--- src/rtl/panel_write_arbiter_if.sv ---
// Write-source handshake bundle for panel_write_arbiter.
// One instance per source: beat payload plus valid/ready.
interface panel_write_arbiter_if;
  logic        valid;
  logic        ready;
  logic        last;
  logic [3:0]  panel;
  logic [15:0] addr;
  logic [23:0] wdat;

  modport master (
    output valid, last, panel, addr, wdat,
    input  ready
  );

  modport slave (
    input  valid, last, panel, addr, wdat,
    output ready
  );
endinterface

--- src/rtl/panel_write_arbiter.sv ---
// Two-source burst arbiter for the shared ledpanel write bus, with watchdog.
// Optional PANEL_WRITE_MASK_EN adds a per-panel write mask input.
module panel_write_arbiter #(
  parameter int NUM_PANELS     = 9,
  parameter int TIMEOUT_CYCLES = 1024,
  parameter int FIXED_PRIO     = 0
) (
  input  logic                  clock,
  input  logic                  reset,
  panel_write_arbiter_if.slave  s0,
  panel_write_arbiter_if.slave  s1,
`ifdef PANEL_WRITE_MASK_EN
  input  logic [NUM_PANELS-1:0] panel_mask,
`endif
  output logic [NUM_PANELS-1:0] ctrl_en,
  output logic [15:0]           ctrl_addr,
  output logic [23:0]           ctrl_wdat,
  output logic [1:0]            grant,
  output logic [7:0]            timeout_count,
  output logic [7:0]            drop_count
);

  typedef enum logic [1:0] {
    IDLE = 2'b00,
    GNT0 = 2'b01,
    GNT1 = 2'b10
  } state_e;

  localparam logic [15:0] WD_LAST = 16'(TIMEOUT_CYCLES - 2);
  localparam logic [4:0]  NP      = 5'(NUM_PANELS);
  localparam logic [NUM_PANELS-1:0] ONE = {{(NUM_PANELS-1){1'b0}}, 1'b1};

  state_e                state_q, state_d;
  logic                  rr_q, rr_d;
  logic [15:0]           wd_q, wd_d;
  logic [NUM_PANELS-1:0] en_q, en_d;
  logic [15:0]           addr_q, addr_d;
  logic [23:0]           wdat_q, wdat_d;
  logic [7:0]            tmo_q, tmo_d;
  logic [7:0]            drop_q, drop_d;

  logic                  beat;
  logic                  b_last;
  logic [3:0]            b_panel;
  logic [15:0]           b_addr;
  logic [23:0]           b_wdat;
  logic [NUM_PANELS-1:0] dec;
  logic                  illegal;
  logic [NUM_PANELS-1:0] mask;

`ifdef PANEL_WRITE_MASK_EN
  assign mask = panel_mask;
`else
  assign mask = '0;
`endif

  assign s0.ready      = (state_q == GNT0);
  assign s1.ready      = (state_q == GNT1);
  assign grant         = state_q;
  assign ctrl_en       = en_q;
  assign ctrl_addr     = addr_q;
  assign ctrl_wdat     = wdat_q;
  assign timeout_count = tmo_q;
  assign drop_count    = drop_q;

  always_comb begin
    beat    = 1'b0;
    b_last  = 1'b0;
    b_panel = 4'd0;
    b_addr  = 16'd0;
    b_wdat  = 24'd0;
    unique case (1'b1)
      (state_q == GNT0): begin
        beat    = s0.valid;
        b_last  = s0.last;
        b_panel = s0.panel;
        b_addr  = s0.addr;
        b_wdat  = s0.wdat;
      end
      (state_q == GNT1): begin
        beat    = s1.valid;
        b_last  = s1.last;
        b_panel = s1.panel;
        b_addr  = s1.addr;
        b_wdat  = s1.wdat;
      end
      default: ;
    endcase
  end

  always_comb begin
    dec     = '0;
    illegal = 1'b0;
    if (b_panel == 4'hF) begin
      dec = '1;
    end else if ({1'b0, b_panel} < NP) begin
      dec = ONE << b_panel;
    end else begin
      illegal = 1'b1;
    end
  end

  always_comb begin
    state_d = state_q;
    rr_d    = rr_q;
    wd_d    = wd_q;
    en_d    = '0;
    addr_d  = addr_q;
    wdat_d  = wdat_q;
    tmo_d   = tmo_q;
    drop_d  = drop_q;

    if (state_q == IDLE) begin
      wd_d = 16'd0;
      // rr_q high means s1 was served last, so s0 takes the tie
      if (s0.valid && s1.valid) begin
        state_d = (FIXED_PRIO != 0 || rr_q) ? GNT0 : GNT1;
      end else if (s0.valid) begin
        state_d = GNT0;
      end else if (s1.valid) begin
        state_d = GNT1;
      end
    end else if (beat) begin
      wd_d   = 16'd0;
      addr_d = b_addr;
      wdat_d = b_wdat;
      en_d   = dec & ~mask;
      if (illegal && drop_q != 8'hFF) begin
        drop_d = drop_q + 8'd1;
      end
      if (b_last) begin
        state_d = IDLE;
        rr_d    = (state_q == GNT1);
      end
    end else if (wd_q == WD_LAST) begin
      state_d = IDLE;
      rr_d    = (state_q == GNT1);
      if (tmo_q != 8'hFF) begin
        tmo_d = tmo_q + 8'd1;
      end
    end else begin
      wd_d = wd_q + 16'd1;
    end
  end

  always_ff @(posedge clock) begin
    if (reset) begin
      state_q <= IDLE;
      rr_q    <= 1'b1;
      wd_q    <= 16'd0;
      en_q    <= '0;
      addr_q  <= 16'd0;
      wdat_q  <= 24'd0;
      tmo_q   <= 8'd0;
      drop_q  <= 8'd0;
    end else begin
      state_q <= state_d;
      rr_q    <= rr_d;
      wd_q    <= wd_d;
      en_q    <= en_d;
      addr_q  <= addr_d;
      wdat_q  <= wdat_d;
      tmo_q   <= tmo_d;
      drop_q  <= drop_d;
    end
  end

endmodule

--- src/flat_wrapper.sv ---
// flat-port wrapper written by rule: the top's interface ports become plain ports
module panel_write_arbiter_flat 
#(
  parameter int NUM_PANELS     = 9,
  parameter int TIMEOUT_CYCLES = 1024,
  parameter int FIXED_PRIO     = 0
)
  (clock, reset, ctrl_en, ctrl_addr, ctrl_wdat, grant, timeout_count, drop_count, s0_valid, s0_last, s0_panel, s0_addr, s0_wdat, s0_ready, s1_valid, s1_last, s1_panel, s1_addr, s1_wdat, s1_ready);
  panel_write_arbiter_if s0_i ();
  panel_write_arbiter_if s1_i ();
  input  logic clock;
  input  logic reset;
  output logic [NUM_PANELS-1:0] ctrl_en;
  output logic [15:0] ctrl_addr;
  output logic [23:0] ctrl_wdat;
  output logic [1:0] grant;
  output logic [7:0] timeout_count;
  output logic [7:0] drop_count;
  input wire logic [$bits(s0_i.valid)-1:0] s0_valid;
  input wire logic [$bits(s0_i.last)-1:0] s0_last;
  input wire logic [$bits(s0_i.panel)-1:0] s0_panel;
  input wire logic [$bits(s0_i.addr)-1:0] s0_addr;
  input wire logic [$bits(s0_i.wdat)-1:0] s0_wdat;
  output wire logic [$bits(s0_i.ready)-1:0] s0_ready;
  input wire logic [$bits(s1_i.valid)-1:0] s1_valid;
  input wire logic [$bits(s1_i.last)-1:0] s1_last;
  input wire logic [$bits(s1_i.panel)-1:0] s1_panel;
  input wire logic [$bits(s1_i.addr)-1:0] s1_addr;
  input wire logic [$bits(s1_i.wdat)-1:0] s1_wdat;
  output wire logic [$bits(s1_i.ready)-1:0] s1_ready;
  assign s0_i.valid = s0_valid;
  assign s0_i.last = s0_last;
  assign s0_i.panel = s0_panel;
  assign s0_i.addr = s0_addr;
  assign s0_i.wdat = s0_wdat;
  assign s0_ready = s0_i.ready;
  assign s1_i.valid = s1_valid;
  assign s1_i.last = s1_last;
  assign s1_i.panel = s1_panel;
  assign s1_i.addr = s1_addr;
  assign s1_i.wdat = s1_wdat;
  assign s1_ready = s1_i.ready;
  panel_write_arbiter #(.NUM_PANELS(NUM_PANELS), .TIMEOUT_CYCLES(TIMEOUT_CYCLES), .FIXED_PRIO(FIXED_PRIO)) u_core (.clock(clock), .reset(reset), .s0(s0_i), .s1(s1_i), .ctrl_en(ctrl_en), .ctrl_addr(ctrl_addr), .ctrl_wdat(ctrl_wdat), .grant(grant), .timeout_count(timeout_count), .drop_count(drop_count));
endmodule
--- config.mk ---
export PLATFORM = sky130hd
export DESIGN_NAME = panel_write_arbiter_flat
export DESIGN_NICKNAME = d
export VERILOG_FILES = /design/src/rtl/panel_write_arbiter_if.sv /design/src/rtl/panel_write_arbiter.sv /design/src/flat_wrapper.sv
export SDC_FILE = /design/constraint.sdc
export NUM_CORES = 1
export LEC_CHECK = 0
export CORE_MARGIN = 3
export CORE_UTILIZATION = 47
export CTS_BUF_LIST = sky130_fd_sc_hd__clkbuf_4 sky130_fd_sc_hd__clkbuf_8
export DETAILED_ROUTE_END_ITERATION = 10
export HOLD_SLACK_MARGIN = 0.05
export PLACE_DENSITY = 0.86
export RECOVER_POWER = 25
export SLEW_MARGIN = 20
export SYNTH_ARGS = -nofsm -noshare
export SYNTH_HDL_FRONTEND = slang
export SYNTH_SLANG_ARGS = --single-unit
export TNS_END_PERCENT = 30
--- constraint.sdc ---
create_clock -name clock -period 6.8 [get_ports clock]
set_input_delay 0.68 -clock clock [delete_from_list [all_inputs] [get_ports clock]]
set_output_delay 0.68 -clock clock [all_outputs]
set_load 0.01 [all_outputs]
==> flow_metrics.py, run 1 <==
metrics = {
    "layout": {
        "final_nets": 673,
        "postLayoutCoreUtil_pct": 72.47,
        "n_fill_cell": 597,
        "num_antenna_cells": 0,
        "seqCellArea_sq_mm": 0.001682,
        "multi_input_area_sq_mm": 0.001954,
        "syn2layout_area_growth_pct": 48.53,
        "drive_gt1_share_pct": 5.199,
    },
    "min_path": {
        "hp-class": "reg2reg",
    },
    "clocking": {
        "cts_made_buffers": 9,
        "cts_hold_buf": 0,
        "htree_num_levels": 3,
        "post_cts_resized": 0,
        "clock-sinks": 84,
        "clk_pin_slew_ns": 0.08,
        "cts_tree": "yes",
        "worstSkewPairLatency_ns": 0.35,
        "root_buffer": "clkbuf_8",
        "clockBufferDepth": 2,
        "post-cts-setup-buffers": 0,
    },
    "grt": {
        "grt_pass1_wl_um": 17330,
        "overflow": 0,
        "grt_pass1_vias": 3696,
        "antenna_found_initial": 0,
        "grt_max_degree": 83,
        "track_usage_pct": 23.83,
    },
    "synthesis": {
        "yosysTopAreaCellShare_pct": 44.37,
        "ys_ff_latch": 84,
        "synth_common_cells": "dfxtp_1 (84), nor2_1 (80), a22oi_1 (43), a211oi_1 (42), clkbuf_1 (28)",
        "yosys-top-cells-area": "dfxtp_1 (44%), a22oi_1 (8.5%), a211oi_1 (8.3%), nor2_1 (7.9%), xor2_1 (3.2%)",
        "synth.distinct_cells": 44,
        "yosys.area.top_type": "dfxtp_1",
        "synth_flop_cell": "dfxtp_1",
        "syn-num-nets": 530,
        "postSynth.asyncResetShare_pct": 0,
        "synth_cells": 429,
        "yosysWarnings": 0,
        "synth-edff-count": 0,
        "synth.avg_cell_area_sq_um": 8.834,
        "mappedNetlistArea_sq_mm": 0.003790,
        "ys_seq_area_share_pct": 44.37,
        "synth_most_common_cell": "dfxtp_1",
    },
    "route": {
        "wirelength_um": 10640,
        "via_per_inst": 5.539,
        "antenna_left": 0,
        "wl_per_cell_um": 15.66,
        "vias": 3761,
        "drt_iter0_drc": 87,
        "drc": 0,
        "first_pass_iters": 4,
    },
    "placement": {
        "hpwlAfterDp_um": 7731,
        "port_buffers": 162,
        "place.gp.congestion": 0.8449,
        "pre_cts_ws_ns": 3.343,
    },
    "timing": {
        "worst_pin_slew_ns": 0.9337,
        "tns_ns": 0,
        "setup_viol": 0,
        "whs_ns": 0.4974,
        "slew_viol_final": 0,
        "skew_ns": 0.007490,
        "min_period_ns": 3.464,
        "fin_crit_sh_pct": 50.94,
        "clock.fmax_ghz": 0.2887,
        "hold_viol": 0,
        "grt_setup_unrepaired": "false",
        "slew_headroom_pct": 37.75,
        "fin_ws_ns": 3.336,
    },
    "floorplan": {
        "dieArea_sq_mm": 0.009177,
        "initial_core_util_pct": 48.79,
        "core_area_sq_mm": 0.007767,
        "pin_count": 163,
        "die_h_um": 95.80,
        "die_w_um": 95.80,
        "fp-row-count": 32,
    },
    "worst_setup_path": {
        "critPathCaptureType": "flip-flop",
        "crit_chain": "inv_1 -> ha_2 -> a22oi_1 -> nor2_4 -> buf_4 -> and4b_1 -> nand4_2 -> mux2_1",
        "critPathLaunchType": "flip-flop",
        "critical_path_buf_inv_count": 2,
        "max_stage_delay_ns": 0.80,
        "crit_arrival_ns": 3.70,
        "critPathRequiredTime_ns": 7.04,
        "crit_family": "simple AND/OR/NAND/NOR gates",
        "slowest_stage": "ha_2",
        "cp_max_fo": 82,
        "worstSetupPathType": "reg2reg",
    },
    "pwr": {
        "ir_drop_v": 0.00009902,
        "p_leak_nw": 2.015,
        "cellPowerDensity_mw_per_mm2": 193.1,
    },
    "run_status": {
        "status": "finished clean",
    },
    "run": {
        "max-cap-violations": 0,
    },
}
## path summary, 6_finish.rpt
path                               startpoint                                 to  slack [ns]  depth (start not counted)
max              u_core.grant[0]$_SDFFE_PP0P_  u_core.drop_count[4]$_SDFFE_PP0P_        3.34                          8
min reg2reg  u_core.ctrl_wdat[9]$_SDFFE_PP0P_   u_core.ctrl_wdat[9]$_SDFFE_PP0P_        0.50                          2
max reg2reg      u_core.grant[0]$_SDFFE_PP0P_  u_core.drop_count[4]$_SDFFE_PP0P_        3.34                          8
min          u_core.ctrl_wdat[9]$_SDFFE_PP0P_   u_core.ctrl_wdat[9]$_SDFFE_PP0P_        0.50                          2
## where the power goes
group / internal, mW / switching, mW / total, mW
Combinational: 0.105 / 0.0979 / 0.203
Clock: 0.198 / 0.177 / 0.376
Sequential: 0.501 / 0.00672 / 0.508
Total: 0.805 / 0.282 / 1.09
## flip-flops by register name (all words and copies together), names as in the netlist
register	cells
u_core.rr_q	1
u_core.wd_q	16
u_core.timeout_count	8
u_core.drop_count	8
u_core.ctrl_wdat	24
u_core.ctrl_en	9
u_core.ctrl_addr	16
u_core.grant	2
## routing by layer
metal	vias up	part of all wire, %	routed length [um]	track usage [%]
met3	14	8.2	876	7.819
met2	121	49	5249	39.90
met1	1751	41	4311	28.72
met5	-	0	0	0
li1	1875	-	-	-
met4	0	1.9	199	8.057
## final cells by class
cell class	instances	area share [%]
Multi-Input combinational cell	307	34.72
Timing Repair Buffer	164	28.98
Inverter	6	0.4001
Clock buffer	13	2.956
Tap cell	102	2.267
Sequential cell	84	29.87
Clock inverter	3	0.8002
## tightest hold or removal path, stage by stage, from the launching register on
cell	delay (ns)
dfxtp_1	0.31
nor2_1	0.09
a211oi_1	0.05
## layout by cell type, fill, tap and decap left out, types with 3 or more instances in the layout
master	netlist	final
a22oi_1	43	43
nand2_1	8	8
ha_1	7	5
and3_1	11	11
nand4_1	14	14
or3_1	5	5
nand2b_1	6	6
a21oi_1	11	11
mux2i_1	3	3
dlygate4sd3_1	0	38
nor3_1	14	14
xnor2_1	6	6
o21ai_0	5	5
clkbuf_8	0	11
a211oi_1	42	42
clkdlybuf4s50_1	0	123
nor2_1	80	79
a22o_1	4	4
xor2_1	14	14
nand3_1	11	11
dfxtp_1	84	84
inv_1	6	6
## kinds of logic (layout without fill, tap and decap cells)
family | after synthesis | count (layout) | share of synthesized area, %
adders and majority gates | 7 | 7 | 2.311
AOI/OAI and AO/OA | 114 | 114 | 21.89
and+or+nand+nor | 161 | 161 | 21.03
buffers and inverters | 38 | 186 | 4.391
DFF | 84 | 84 | 44.37
xor gates and xnor gates | 20 | 20 | 4.622
muxes | 5 | 5 | 1.387
## stage by stage
| step | instances | area, sq um | total power [mW] |
|---|---|---|---|
| after floorplan | 429 | 3790 | 0.6287 |
| after global placement | 663 | 5418 | 0.7187 |
| after detailed placement | 663 | 5418 | 0.7236 |
| after CTS | 679 | 5629 | 1.092 |
| after global routing | 679 | 5629 | 1.129 |
| final | 679 | 5629 | 1.087 |
(Power assumes the default switching activity.)
==> inputs of run 2 (changes only) <==
Settings changed: CORE_UTILIZATION 47 to 44, PLACE_DENSITY 0.86 to 0.81.
Clock period 6.8 ns to 3.26 ns, I/O delays scaled along.
==> flow_metrics.py, run 2 (synthesized netlist as in run 1, its figures left out) <==
metrics = {
    "clocking": {
        "cts_tree": "yes",
        "clockBufferDepth": 2,
        "post-cts-setup-buffers": 0,
        "clk_pin_slew_ns": 0.09,
        "htree_num_levels": 3,
        "worstSkewPairLatency_ns": 0.35,
        "post_cts_resized": 0,
        "cts_hold_buf": 0,
        "root_buffer": "clkbuf_8",
        "clock-sinks": 84,
        "cts_made_buffers": 9,
    },
    "route": {
        "wl_per_cell_um": 15.61,
        "drt_iter0_drc": 149,
        "wirelength_um": 10680,
        "via_per_inst": 5.480,
        "antenna_left": 0,
        "vias": 3748,
        "drc": 0,
        "first_pass_iters": 4,
    },
    "worst_setup_path": {
        "crit_arrival_ns": 3.00,
        "critPathRequiredTime_ns": 3.50,
        "worstSetupPathType": "reg2reg",
        "worstRegToRegCells": 7,
        "cp_max_fo": 41,
        "critPathLaunchType": "flip-flop",
        "critPathCaptureType": "flip-flop",
    },
    "grt": {
        "grt_pass1_vias": 3617,
        "overflow": 0,
        "grt_pass1_wl_um": 17300,
        "grt_max_degree": 44,
        "track_usage_pct": 21.52,
        "antenna_found_initial": 0,
    },
    "layout": {
        "n_fill_cell": 669,
        "num_antenna_cells": 0,
        "seqCellArea_sq_mm": 0.001682,
        "final_common_cell": "clkdlybuf4s50_1",
        "syn2layout_area_growth_pct": 48.86,
        "fin_cells": 684,
        "final_cell_mix": "clkdlybuf4s50_1 (123), dfxtp_1 (84), nor2_1 (79)",
        "drive_gt1_share_pct": 5.527,
        "multi_input_area_sq_mm": 0.001954,
        "final_nets": 675,
        "largest_register_ffs": 24,
    },
    "pwr": {
        "cellPowerDensity_mw_per_mm2": 398.6,
        "power_mw": 2.249,
        "p_leak_nw": 2.026,
        "ir_drop_v": 0.0002393,
    },
    "min_path": {
        "worstHoldPathCells": 2,
        "hp-class": "in2reg",
    },
    "timing": {
        "fin_crit_sh_pct": 84.77,
        "whs_ns": 0.4576,
        "hold_viol": 0,
        "skew_ns": 0.01179,
        "slew_viol_final": 0,
        "setup_viol": 0,
        "min_period_ns": 2.764,
        "slew_headroom_pct": 43.81,
        "clock.fmax_ghz": 0.3618,
        "tns_ns": 0,
        "fin_ws_ns": 0.4963,
        "worst_pin_slew_ns": 0.8409,
        "grt_setup_unrepaired": "false",
    },
    "floorplan": {
        "pin_count": 163,
        "initial_core_util_pct": 45.67,
        "core_area_sq_mm": 0.008299,
        "dieArea_sq_mm": 0.009763,
        "die_w_um": 98.81,
        "fp-row-count": 33,
        "die_h_um": 98.81,
    },
    "placement": {
        "port_buffers": 162,
        "place.gp.congestion": 0.9067,
        "pre_cts_ws_ns": 0.4455,
        "hpwlAfterDp_um": 7804,
        "placed_cells": 668,
    },
    "run_status": {
        "status": "finished clean",
    },
    "run": {
        "max-cap-violations": 0,
    },
}
==> run 2: cell count changes in the layout (fill, tap and decap cells not counted) <==
cell / delta
buf_4: +2
clkbuf_4: -1
clkbuf_8: -1
clkinv_2: +1
clkinv_4: +1
clkinvlp_4: -1
inv_6: +1
==> run 2: worst paths after layout <==
path,from,endpoint,slack [ns]
max reg2reg,u_core.grant[0]$_SDFFE_PP0P_,u_core.drop_count[4]$_SDFFE_PP0P_,0.50
min reg2reg,u_core.ctrl_addr[7]$_SDFFE_PP0P_,u_core.ctrl_addr[7]$_SDFFE_PP0P_,0.50
min,reset,u_core.timeout_count[3]$_SDFFE_PP0P_,0.46
max,u_core.grant[0]$_SDFFE_PP0P_,u_core.drop_count[4]$_SDFFE_PP0P_,0.50
==> run 2: per-stage QoR <==
stage	utilization, %	instance area (sq um)
final	67.98	5642
after floorplan	-	3790
after global routing	67.98	5642
after detailed placement	65.51	5436
after CTS	67.98	5642
after global placement	65.51	5436
==> run 2: critical path, cell delays in order, from the launching register on <==
cell and delay, ns:
dfxtp_1 0.40, inv_1 0.09, ha_1 0.40, nand2b_1 0.15
nor2_4 0.66, and4b_1 0.50, nand4_2 0.14, mux2_1 0.32
==> run 2: cell type report <==
type / count / share of cell area (%)
Clock buffer: 11 / 2.573
Clock inverter: 5 / 1.065
Inverter: 6 / 0.3992
Multi-Input combinational cell: 307 / 34.64
Sequential cell: 84 / 29.81
Tap cell: 105 / 2.329
Timing Repair Buffer: 166 / 29.19
==> run 2: power breakdown <==
part	internal, mW	switching [mW]
Clock	0.387	0.374
Combinational	0.221	0.206
Sequential	1.05	0.0147
Total	1.65	0.595
==> run 2: metal layers <==
layer / vias up / share of wire, % / GRT usage [%]
li1: 1871 / - / -
met1: 1731 / 42 / 26.03
met2: 133 / 47 / 35.38
met3: 13 / 10 / 8.280
met4: 0 / 1.4 / 6.723
met5: - / 0 / 0
==> inputs of run 3 (changes only) <==
Settings changed: CORE_UTILIZATION 44 to 40, PLACE_DENSITY 0.81 to 0.77.
Clock period 3.26 ns to 2.23 ns, I/O delays scaled along.
==> flow_metrics.py, run 3 (synthesized netlist as in run 1, its figures left out) <==
metrics = {
    "worst_setup_path": {
        "cp_max_fo": 6,
        "r2r_end": "u_core.timeout_count[7]$_SDFFE_PP0P_",
        "critPathLaunchType": "flip-flop",
        "critPathRequiredTime_ns": 2.51,
        "worstSetupPathType": "reg2reg",
        "worstRegToRegCells": 6,
        "regToRegStartpoint": "u_core.wd_q[1]$_SDFFE_PP0P_",
        "crit_arrival_ns": 2.36,
        "critPathCaptureType": "flip-flop",
        "r2r_setup_slack_ns": 0.15,
    },
    "route": {
        "drt_iter0_drc": 139,
        "first_pass_iters": 4,
        "vias": 3784,
        "via_per_inst": 5.285,
        "wl_per_cell_um": 15.39,
        "wirelength_um": 11020,
        "antenna_left": 0,
        "drc": 0,
    },
    "floorplan": {
        "dieArea_sq_mm": 0.01068,
        "fp-row-count": 34,
        "die_w_um": 103.3,
        "die_h_um": 103.3,
        "pin_count": 163,
        "initial_core_util_pct": 42.22,
        "core_area_sq_mm": 0.008976,
    },
    "placement": {
        "hpwlAfterDp_um": 8433,
        "placed_area_sq_mm": 0.005588,
        "place.gp.congestion": 0.8298,
        "port_buffers": 162,
    },
    "clocking": {
        "cts_made_buffers": 9,
        "post-cts-setup-buffers": 0,
        "post_cts_resized": 0,
        "worstSkewPairLatency_ns": 0.35,
        "cts_tree": "yes",
        "clockBufferDepth": 2,
        "cts_hold_buf": 0,
        "htree_num_levels": 3,
        "root_buffer": "clkbuf_8",
        "clock-sinks": 84,
        "clk_pin_slew_ns": 0.09,
    },
    "layout": {
        "n_fill_cell": 761,
        "final_common_cell": "clkdlybuf4s50_1",
        "drive_gt1_share_pct": 8.305,
        "final_nets": 686,
        "multi_input_area_sq_mm": 0.002004,
        "num_antenna_cells": 0,
        "final_cell_mix": "clkdlybuf4s50_1 (123), dfxtp_1 (82), nor2_1 (79)",
        "seqCellArea_sq_mm": 0.001689,
        "stdcell_area_sq_mm": 0.005813,
        "largest_register_ffs": 24,
        "syn2layout_area_growth_pct": 53.38,
    },
    "timing": {
        "setup_viol": 0,
        "slew_viol_final": 0,
        "worst_pin_slew_ns": 0.4650,
        "slew_headroom_pct": 69.00,
        "fin_crit_sh_pct": 93.25,
        "tns_ns": 0,
        "hold_viol": 0,
        "grt_setup_unrepaired": "false",
        "skew_ns": 0.01047,
        "clock.fmax_ghz": 0.4809,
        "min_period_ns": 2.079,
    },
    "min_path": {
        "hp-class": "in2reg",
        "min-delay-start": "reset",
        "worstHoldPathCells": 3,
        "whs_endpoint": "u_core.ctrl_en[0]$_SDFF_PP0_",
    },
    "pwr": {
        "ir_drop_v": 0.0002816,
        "p_leak_nw": 2.090,
        "cellPowerDensity_mw_per_mm2": 574.6,
    },
    "run": {
        "max-cap-violations": 0,
    },
    "grt": {
        "grt_pass1_vias": 3719,
        "track_usage_pct": 20.51,
        "antenna_found_initial": 0,
        "grt_pass1_wl_um": 17330,
        "grt_max_degree": 55,
        "overflow": 0,
    },
    "run_status": {
        "status": "finished clean",
    },
}
[run 3: changes by cell type in the layout (fill, tap and decap cells not counted), sizes merged]
cell,previous run,this run
clkinv,2,0
clkinvlp,1,2
clkbuf,11,9
inv,7,10
buf,5,16
[run 3: how the worst max path moves through the flow]
stage                                  from                                    to  slack (ns)
6_report        u_core.wd_q[1]$_SDFFE_PP0P_  u_core.timeout_count[7]$_SDFFE_PP0P_        0.15
2_1_floorplan  u_core.grant[1]$_SDFFE_PP0P_     u_core.drop_count[4]$_SDFFE_PP0P_       0.004
4_1_cts         u_core.wd_q[0]$_SDFFE_PP0P_  u_core.timeout_count[7]$_SDFFE_PP0P_        0.06
3_5_place_dp    u_core.wd_q[0]$_SDFFE_PP0P_  u_core.timeout_count[7]$_SDFFE_PP0P_        0.09
3_3_place_gp                    s1_panel[0]     u_core.drop_count[4]$_SDFFE_PP0P_        0.20
5_1_grt        u_core.grant[0]$_SDFFE_PP0P_     u_core.drop_count[5]$_SDFFE_PP0P_       0.009
[run 3: where the power goes]
group | leakage (nW) | switching, mW | total (mW) | internal, mW
clock | 0.0973 | 0.587 | 1.12 | 0.533
sequential | 0.679 | 0.0236 | 1.55 | 1.53
combinational | 1.31 | 0.311 | 0.666 | 0.355
[run 3: through the flow]
stage                     hold WS, ns  power, mW  setup WS [ns]  util [%]  std cells
final                          0.2984      3.340         0.1506     64.76        716
after global routing           0.3510      3.493       0.008918     64.76        716
after CTS                      0.2802      3.380        0.06447     64.52        716
after detailed placement       0.4920      2.258        0.09461     62.25        700
after global placement         0.4851      2.241         0.1956     62.25        700
after floorplan                0.3887      1.934       0.003933         -        429
[run 3: layer usage]
metal  GRT usage, %  part of all wire (%)
met3          6.841                   9.2
met2          34.66                    49
met5              0                     0
met1          24.23                    40
met4          7.371                   2.0
[run 3: layout make-up]
cell class / count / area share [%]
multi-input combinational: 307 / 34.48
timing repair buffer: 177 / 29.81
sequential: 84 / 29.06
tap: 126 / 2.712
clock buffer: 9 / 2.131
clock inverter: 7 / 1.378
inverter: 6 / 0.4305
[run 3: critical path, cell delays in order, from the launching register on]
cell and delay (ns):
dfxtp_1 0.45, ha_1 0.20, nor4b_4 0.27, and4bb_4 0.34, nand4_1 0.22, or3_1 0.37
a21oi_1 0.16
